`src/rtl/fetch_pkg.sv`:
```
// Shared definitions for the prefetching instruction-fetch stage: default
// widths, the PC step, and the fetch-queue entry layout.
package fetch_pkg;

    localparam int unsigned XLEN_DEFAULT = 64;
    localparam int unsigned ILEN_DEFAULT = 32;
    localparam int unsigned PC_INCR      = 4;

    // One fetched instruction together with the address it came from.
    typedef struct packed {
        logic [XLEN_DEFAULT-1:0] pc;
        logic [ILEN_DEFAULT-1:0] instr;
    } fetch_entry_t;

endpackage

```
`src/rtl/fetch_queue.sv`:
```
// Synchronous DEPTH-entry FIFO holding fetched {pc, instr} entries.
// Flush empties it in one cycle. The head is presented combinationally
// and reads as zero when the queue is empty.
module fetch_queue
    import fetch_pkg::*;
#(
    parameter type         entry_t = fetch_entry_t,
    parameter int unsigned DEPTH   = 4
) (
    input  logic                     clk,
    input  logic                     rst_n,
    input  logic                     flush_i,
    input  logic                     push_i,
    input  entry_t                   push_data_i,
    input  logic                     pop_i,
    output logic                     out_valid_o,
    output entry_t                   out_data_o,
    output logic [$clog2(DEPTH):0]   count_o
);

    localparam int unsigned AW = $clog2(DEPTH);
    localparam int unsigned CW = AW + 1;
    localparam logic [CW-1:0] FULL = CW'(DEPTH);

    logic [AW-1:0] wr_ptr_q, rd_ptr_q;
    logic [CW-1:0] count_q;
    entry_t        mem_q [DEPTH];

    logic do_push, do_pop;

    // Qualify requests so the pointers can never run past each other.
    assign do_pop  = pop_i && (count_q != '0) && !flush_i;
    assign do_push = push_i && ((count_q != FULL) || do_pop) && !flush_i;

    // Pointer and occupancy bookkeeping; pointers wrap naturally because DEPTH is a power of two.
    // NOTE: state registers use non-blocking assignments so every flop samples pre-edge values.
    always_ff @(posedge clk or negedge rst_n) begin
        if (!rst_n) begin
            wr_ptr_q <= '0;
            rd_ptr_q <= '0;
            count_q  <= '0;
        end else if (flush_i) begin
            wr_ptr_q <= '0;
            rd_ptr_q <= '0;
            count_q  <= '0;
        end else begin
            if (do_push) wr_ptr_q <= wr_ptr_q + AW'(1);
            if (do_pop)  rd_ptr_q <= rd_ptr_q + AW'(1);
            case ({do_push, do_pop})
                2'b10:   count_q <= count_q + CW'(1);
                2'b01:   count_q <= count_q - CW'(1);
                default: count_q <= count_q;
            endcase
        end
    end

    // Entry storage written at the tail.
    // NOTE: storage has no reset; count_q alone decides which entries are meaningful.
    always_ff @(posedge clk) begin
        if (do_push) mem_q[wr_ptr_q] <= push_data_i;
    end

    assign out_valid_o = (count_q != '0);
    assign out_data_o  = out_valid_o ? mem_q[rd_ptr_q] : '0;
    assign count_o     = count_q;

endmodule

```
`src/rtl/prefetch_fetch_stage.sv`:
```
// Prefetching fetch stage: issues sequential instruction-memory reads while
// the queue plus the in-flight response still fit, buffers responses in a
// small FIFO, and hands them to decode with a valid/ready handshake.
// A redirect flushes everything and restarts fetch at the aligned target.
module prefetch_fetch_stage
    import fetch_pkg::*;
#(
    parameter int unsigned    XLEN     = XLEN_DEFAULT,
    parameter int unsigned    ILEN     = ILEN_DEFAULT,
    parameter int unsigned    DEPTH    = 4,
    parameter logic [XLEN-1:0] RESET_PC = '0
) (
    input  logic                    clk,
    input  logic                    rst,
    input  logic                    redirect_valid,
    input  logic [XLEN-1:0]         redirect_pc,
    output logic                    imem_req,
    output logic [XLEN-1:0]         imem_addr,
    input  logic [ILEN-1:0]         imem_rdata,
    output logic                    out_valid,
    input  logic                    out_ready,
    output logic [XLEN-1:0]         out_pc,
    output logic [ILEN-1:0]         out_instr,
    output logic [$clog2(DEPTH):0]  queue_count
);

    localparam int unsigned CW = $clog2(DEPTH) + 1;
    localparam logic [CW:0] DEPTH_W = (CW+1)'(DEPTH);

    typedef struct packed {
        logic [XLEN-1:0] pc;
        logic [ILEN-1:0] instr;
    } entry_t;

    logic [XLEN-1:0] fetch_pc_q, fetch_pc_d;
    logic [XLEN-1:0] req_pc_q, req_pc_d;
    logic            inflight_q, inflight_d;

    logic   [CW:0]   occupancy;
    logic            push, pop;
    entry_t          push_data, head;

    // Count the response already on its way so it always has a free slot.
    assign occupancy = {1'b0, queue_count} + {{CW{1'b0}}, inflight_q};
    assign imem_req  = rst && !redirect_valid && (occupancy < DEPTH_W);
    assign imem_addr = fetch_pc_q;

    // A redirect drops the response that arrives in its cycle and blocks any pop.
    assign push            = inflight_q && !redirect_valid;
    assign pop             = out_valid && out_ready && !redirect_valid;
    assign push_data.pc    = req_pc_q;
    assign push_data.instr = imem_rdata;

    // Next fetch address, in-flight flag and captured request PC.
    // NOTE: every variable gets a default first so no latch is inferred.
    always_comb begin
        fetch_pc_d = fetch_pc_q;
        req_pc_d   = req_pc_q;
        inflight_d = imem_req;
        if (redirect_valid) begin
            fetch_pc_d = redirect_pc & ~XLEN'(3);
        end else if (imem_req) begin
            fetch_pc_d = fetch_pc_q + XLEN'(PC_INCR);
            req_pc_d   = fetch_pc_q;
        end
    end

    // Fetch-side state registers.
    always_ff @(posedge clk or negedge rst) begin
        if (!rst) begin
            fetch_pc_q <= RESET_PC;
            req_pc_q   <= '0;
            inflight_q <= 1'b0;
        end else begin
            fetch_pc_q <= fetch_pc_d;
            req_pc_q   <= req_pc_d;
            inflight_q <= inflight_d;
        end
    end

    fetch_queue #(
        .entry_t (entry_t),
        .DEPTH   (DEPTH)
    ) u_queue (
        .clk         (clk),
        .rst_n       (rst),
        .flush_i     (redirect_valid),
        .push_i      (push),
        .push_data_i (push_data),
        .pop_i       (pop),
        .out_valid_o (out_valid),
        .out_data_o  (head),
        .count_o     (queue_count)
    );

    assign out_pc    = head.pc;
    assign out_instr = head.instr;

endmodule

```
`config.mk`:
```
export PLATFORM = sky130hd
export DESIGN_NAME = prefetch_fetch_stage
export DESIGN_NICKNAME = d
export VERILOG_FILES = /design/src/rtl/fetch_pkg.sv /design/src/rtl/fetch_queue.sv /design/src/rtl/prefetch_fetch_stage.sv
export SDC_FILE = /design/constraint.sdc
export NUM_CORES = 1
export LEC_CHECK = 0
export ABC_AREA = 1
export ABC_CLOCK_PERIOD_IN_PS = 7400
export BUFFER_PORTS_ARGS = -buffer_cell sky130_fd_sc_hd__buf_2
export CAP_MARGIN = 20
export CORE_MARGIN = 5
export CORE_UTILIZATION = 30
export CTS_BUF_LIST = sky130_fd_sc_hd__clkbuf_8
export DETAILED_ROUTE_END_ITERATION = 8
export PLACE_DENSITY = 0.51
export SLEW_MARGIN = 20
export SYNTH_ARGS = -nofsm -noshare
export SYNTH_HDL_FRONTEND = slang
export SYNTH_SLANG_ARGS = --single-unit
```
`constraint.sdc`:
```
create_clock -name clk -period 7.4 [get_ports clk]
set_input_delay 1.11 -clock clk [delete_from_list [all_inputs] [get_ports clk]]
set_output_delay 1.11 -clock clk [all_outputs]
set_load 0.05 [all_outputs]
```
== Word-level counts from Yosys, hierarchy flattened ==
Memories as Yosys holds them, arrays and structs flattened.
Index checks and enable logic that the tools add are counted.

* Flip-flop bits (word level): 136
* RAM bits: 384
* Input bits: 100
* Output and inout port bits: 165
* Logic and storage cells: 46
* Memories kept: 1

{| class="wikitable"
|+ Memory list
! name !! words !! bits a word !! rd ports !! clocked after memory_dff !! write ports !! line !! RTL
|-
| u_queue.mem_q || 4 || 96 || 1 || 0 || 1 || fetch_queue.sv:27 || <nowiki>entry_t mem_q [DEPTH];</nowiki>
|}

* Add/subtract/negate cells: 6
* Order comparisons: 1
* Equal/unequal tests: 3
* Multiplexer cells: 11
* Bitwise gates (word level): 1
* Reductions and logical operators: 17

{| class="wikitable"
|+ Operator list
! operator !! count
|-
| $mux 64 || 2
|-
| $mux 96 || 1
|-
| $add 64x3->64 const B || 1
|-
| $logic_and 1x1->1 || 9
|-
| $mux 2 || 4
|-
| $pmux 3 s2 || 1
|-
| $reduce_bool 2->1 || 3
|-
| $reduce_bool 3->1 || 2
|-
| $add 2x1->2 const B || 2
|-
| $add 3x1->4 || 1
|-
| $lt 4x3->1 const B || 1
|-
| $add 3x1->3 const B || 1
|-
| $mux 3 || 1
|-
| $ne 3x3->1 const B || 1
|-
| $sub 3x1->3 const B || 1
|-
| $eq 2x1->1 const B || 1
|-
| $eq 2x2->1 const B || 1
|-
| $mux 1 || 2
|-
| $reduce_and 2->1 || 1
|-
| $logic_not 1->1 || 1
|-
| $logic_or 1x1->1 || 1
|-
| $not 1->1 || 1
|}

== Depth between registers and ports, before layout ==
* Word-level depth: 11
* Depth in mapped cells: 11
* Mapped depth without buffers: 11

== Cells and area by module ==
From an unflattened synthesis, not the netlist that was laid out.

* Cell total of the unflattened synthesis: 2248
* Area, all modules: 22449.0 um^2

{| class="wikitable"
|+ By module, submodules not included
! module !! instances !! cells each !! area each (um^2) !! seq. area each (um^2)
|-
| fetch_queue || 1 || 1200 || 15337.2 || 11706.2
|-
| prefetch_fetch_stage || 1 || 1048 || 7111.8 || 3128.0
|}

== Least setup slack after synthesis ==
OpenSTA, ideal clock, no wires.

* Path type: input-to-reg
* Start point: in redirect_valid
* End point: mem u_queue.mem_q[0][0] in the netlist's numbering (enable)
* Library setup time: 0.548 ns
* Arrival time: 5.389 ns
* Required time: 6.852 ns
* Setup slack: 1.463 ns
* Stages: 5
* Path buffers: 0
* Cells stage by stage: inv_1 -> nand2_1 -> inv_1 -> nand2_1 -> nor2_1

* Word-level cells in the longest chain between the ends: 9
* Elaborated cells on any way between the ends: 10
* Those cells by class: 2 x mux; 8 x reduce/logical

{| class="wikitable"
|+ RTL lines
! element !! line !! RTL
|-
| start: declaration || prefetch_fetch_stage.sv:15 || <nowiki>input logic redirect_valid,</nowiki>
|-
| $logic_not 1->1 * || - ||
|-
| $logic_and 1x1->1 || prefetch_fetch_stage.sv:50 || <nowiki>assign pop = out_valid && out_ready && !redirect_valid;</nowiki>
|-
| $logic_and 1x1->1 (2 in a row) || fetch_queue.sv:32 || <nowiki>assign do_pop = pop_i && (count_q != '0) && !flush_i;</nowiki>
|-
| $logic_or 1x1->1 || fetch_queue.sv:33 || <nowiki>assign do_push = push_i && ((count_q != FULL) || do_pop) && !flush_i;</nowiki>
|-
| $logic_and 1x1->1 || fetch_queue.sv:33 ||
|-
| $logic_and 1x1->1 * || fetch_queue.sv:33 ||
|-
| $mux 1 * || fetch_queue.sv:60 || <nowiki>if (do_push) mem_q[wr_ptr_q] <= push_data_i;</nowiki>
|-
| $mux 1 (implied by the code) * || fetch_queue.sv:60 ||
|-
| end: declaration || fetch_queue.sv:27 ||
|}

Every way passes the cells marked *; elsewhere a longest branch is shown, timed or not.

== Worst setup path after layout ==
* Start point: reg u_queue.rd_ptr_q[0]
* End point: out out_pc[36]

* Word-level cells in the longest chain between the ends: 2

{| class="wikitable"
|+ RTL lines
! element !! line !! RTL
|-
| start: declaration || fetch_queue.sv:25 || <nowiki>logic [AW-1:0] wr_ptr_q, rd_ptr_q;</nowiki>
|-
| start signal: assignment || fetch_queue.sv:48 || <nowiki>if (do_pop) rd_ptr_q <= rd_ptr_q + AW'(1);</nowiki>
|-
| $mem_v2 4x96 || - ||
|-
| $mux 96 || fetch_queue.sv:64 || <nowiki>assign out_data_o = out_valid_o ? mem_q[rd_ptr_q] : '0;</nowiki>
|-
| end: declaration || prefetch_fetch_stage.sv:22 || <nowiki>output logic [XLEN-1:0] out_pc,</nowiki>
|}

No other way between the ends.

==> summary.md <==
| Metric | Value |
|---|---|
| Post-synthesis cell area | `22050 um2` |
| Post-route clock period utilization | `0.6498` |
| Fraction of layout cells with a size suffix above 1 | `0.1708` |
| Number of antenna violations at the first check in global routing | `2` |
| Maximum number of pins on one net before global-route repair | `77` |
| Routability cong. | `0.9077` |
| Count of clock tree sinks | `508` |
| Total of max-cap violations | `0` |
| Met3 WL | `4072 um` |
| Count of pins over their slew limit | `0` |
| H-tree levels | `3` |
| Leading post-synthesis cells by instance count | `sky130_fd_sc_hd__nor2_1, sky130_fd_sc_hd__edfxtp_1, sky130_fd_sc_hd__nand2_1` |
| Max Buffers Root-to-Sink | `3` |
| Number of storage elements in the synthesis netlist | `508` |
| Wire length the detailed router placed on met1 | `30780 um` |
| TritonCTS clock tree | `yes` |
| Die Footprint | `79030 um2` |
| Average wire per standard cell | `20.04 um` |
| Post-synthesis to final-layout area growth | `18.16%` |
| Register-to-register path setup slack | `4660 ps` |
| Wire length of the first global-routing pass | `103700 um` |
| Initial core utilization | `0.3023` |
| Cell with the largest stage delay on the worst path | `sky130_fd_sc_hd__dfrtp_4` |
| Headroom to the max-slew limit | `0.3615` |
| Power density cells | `382.0 nW/um2` |
| Clock latency at the later pin of the worst-skew pair | `660 ps` |
| Placed cells | `3328` |
| Number of fillers in the final layout | `7385` |
| Share of synthesized area occupied by flip-flops and latches | `0.6617` |
| Hold bufs inserted after CTS | `0` |
| Post-route worst hold slack | `451.0 ps` |
| Final wirelength | `69960 um` |
| Critical Path Sink Type | `output port` |
| Class of the worst hold path | `input port to async pin` |
| Path depth of the worst reg2reg path | `9` |
| Final HPWL DP | `43810 um` |
| Category of the critical setup timing path | `register to output port` |
| Async set-reset flop share out of synthesis | `0.2598` |
| Total DRC errors in the routed layout | `0` |
| Outcome | `finished, final reports clean` |
| Highest metal layer with signal wires | `met5` |
| Antenna Violating Nets Remaining | `0` |
| Clock skew after layout | `30.64 ps` |
| Row cnt | `99` |
| Clock buffers created by TritonCTS | `88` |
| Clk root buf | `sky130_fd_sc_hd__clkbuf_8` |
| Count of cell types in the netlist | `38` |
| Vias per inst | `4.730` |
| Vertical die dimension | `281.1 um` |
| Total track usage | `0.1732` |
| Area inside the core boundary | `72960 um2` |
| Slew at the pin closest to its max-slew limit | `957.8 ps` |
| Slowest Stage Delay on Critical Path | `730 ps` |
| Detailed router's first-iteration violation count | `1126` |
| Number of failing setup endpoints in the final timing report | `0` |
| Leakage | `10.33 nW` |
| DIE WIDTH | `281.1 um` |
| Portion of synthesized cell area occupied by the leading cell type | `0.5120` |
| Buffers on Ports | `258` |
| Drt first pass iters | `5` |
| Number of enable flip-flop cells after synthesis | `376` |
| Count of cells resized by post-cts repair | `0` |
| Top post-synthesis cells by area | `sky130_fd_sc_hd__edfxtp_1, sky130_fd_sc_hd__dfrtp_1, sky130_fd_sc_hd__nor2_1` |
| Top cell type by total area after synthesis | `sky130_fd_sc_hd__edfxtp_1` |
| Stages on worst setup path | `5` |
| Fmax | `0.2080 GHz` |
| Required time of the worst setup path | `6290 ps` |
| Met2 Wirelength | `33470 um` |
| Mean instance size in the synthesized netlist | `10.03 um2` |
| Worst voltage drop across the vdd grid | `0.1991 mV` |
| Maximum net fanout on the critical path | `75` |
| Count leader, synth | `sky130_fd_sc_hd__nor2_1` |
| Dominant register cell in the synthesized netlist | `sky130_fd_sc_hd__edfxtp_1` |
| Time the final worst path needs with I/O delays and setup | `4808 ps` |
| Series of cell instances along the critical path | `inv_4 > buf_4 > o21ai_0 > a21oi_1 > buf_2` |
| Setup total negative slack | `0 ps` |
| Unrepaired setup endpoints after global routing | `no` |
| CTS clk-pin slew, worst paths | `60 ps` |
| Remaining global-route overflow | `0` |
| Final nets | `2566` |
| Number of buffer and inverter stages on the critical path | `3` |
| YS warnings | `0` |
| Nature of the critical path startpoint | `register` |
| Final standard cell count with taps included and fillers excluded | `3491` |
| Critical path arrival | `3700 ps` |
| Ports | `265` |
| Buffers inserted during post-CTS setup optimization | `0` |
| Final Hold Violating Endpoints | `0` |
| Post-synthesis instance total | `2199` |
| Detailed-route via count | `16510` |
| Top delay family on crit path | `buffers and inverters` |
| Via count of the first global-routing pass | `16590` |
[flip-flops by register name, indices dropped and copies added, names as in the netlist]
register          count
u_queue.mem_q       376
imem_addr            62
req_pc_q             62
u_queue.count_o       3
u_queue.rd_ptr_q      2
u_queue.wr_ptr_q      2
inflight_q            1
[cells by family (layout without fill, tap and decap cells)]
family / Yosys count / after routing / synth area share
compound gates: 397 / 397 / 0.09304
xor+xnor: 19 / 19 / 0.007546
fa+ha+maj: 6 / 6 / 0.003745
buf+inv: 223 / 550 / 0.04057
flops: 508 / 508 / 0.6617
other cells: 1 / 7 / 0.0001700
simple gates: 1045 / 1045 / 0.1932
[layout by cell type (no fill, tap or decap), drive strengths merged, types with 5 or more instances in the layout]
cell type,count
dfrtp,132
nand3b,9
clkinv,21
edfxtp,376
xor2,17
buf,277
nand4,24
inv,148
nand3,60
nor2,573
ha,5
clkbuf,100
o211ai,8
o21ai,277
nand2,374
o221ai,7
a21oi,100
[worst register-to-register path: stages, from the launching register on]
cell                      delay, ps
sky130_fd_sc_hd__dfrtp_1        440
sky130_fd_sc_hd__nor2_1         210
sky130_fd_sc_hd__nand3_4        390
sky130_fd_sc_hd__nand2_2        170
sky130_fd_sc_hd__buf_4          490
sky130_fd_sc_hd__inv_2          440
sky130_fd_sc_hd__nand2_1        160
sky130_fd_sc_hd__nand2_1         80
sky130_fd_sc_hd__a21oi_1        120
sky130_fd_sc_hd__o21ai_0         90
[metal layers]
metal	vias up	track usage
met5	-	0
met4	2	0.05374
met3	101	0.03472
met2	465	0.2871
met1	7999	0.2306
li1	7946	-
[final timing paths]
check	start	to
setup / recovery	u_queue.rd_ptr_q[0]	out_pc[36]
hold / removal	rst	imem_addr[43]
setup reg to reg	u_queue.count_o[2]	imem_addr[38]
hold reg to reg	req_pc_q[16]	u_queue.mem_q[0][48]
max in group asynchronous	rst	req_pc_q[17]
min in group clk	req_pc_q[16]	u_queue.mem_q[0][48]
[per-stage QoR]
step	power (mW)	area, um2	setup slack [ps]	utilization
final	9.955	26060	2592	0.3572
after detailed placement	7.587	24330	3125	0.3335
after floorplan	6.386	22060	1463	-
after global routing	10.49	26050	2255	0.3571
after CTS	10.09	26030	2356	0.3568
after global placement	7.535	24330	3162	0.3335
[where the power goes]
part	internal [mW]	total, mW	switching, mW
registers	3.51	3.91	0.392
logic	0.726	3.59	2.87
clock network	1.33	2.46	1.13
[area by class of cell]
class	count	area, um2	share of cell area
Sequential cell	508	14600	0.5604
Clock buffer	100	1376	0.05282
Tap cell	959	1200	0.04605
Multi-Input combinational cell	1471	6616	0.2539
Antenna cell	3	7.507	0.0002881
Timing Repair Buffer	277	1503	0.05767
Inverter	114	434.2	0.01666
Clock inverter	59	319.1	0.01224
(Power assumes the default switching activity.)
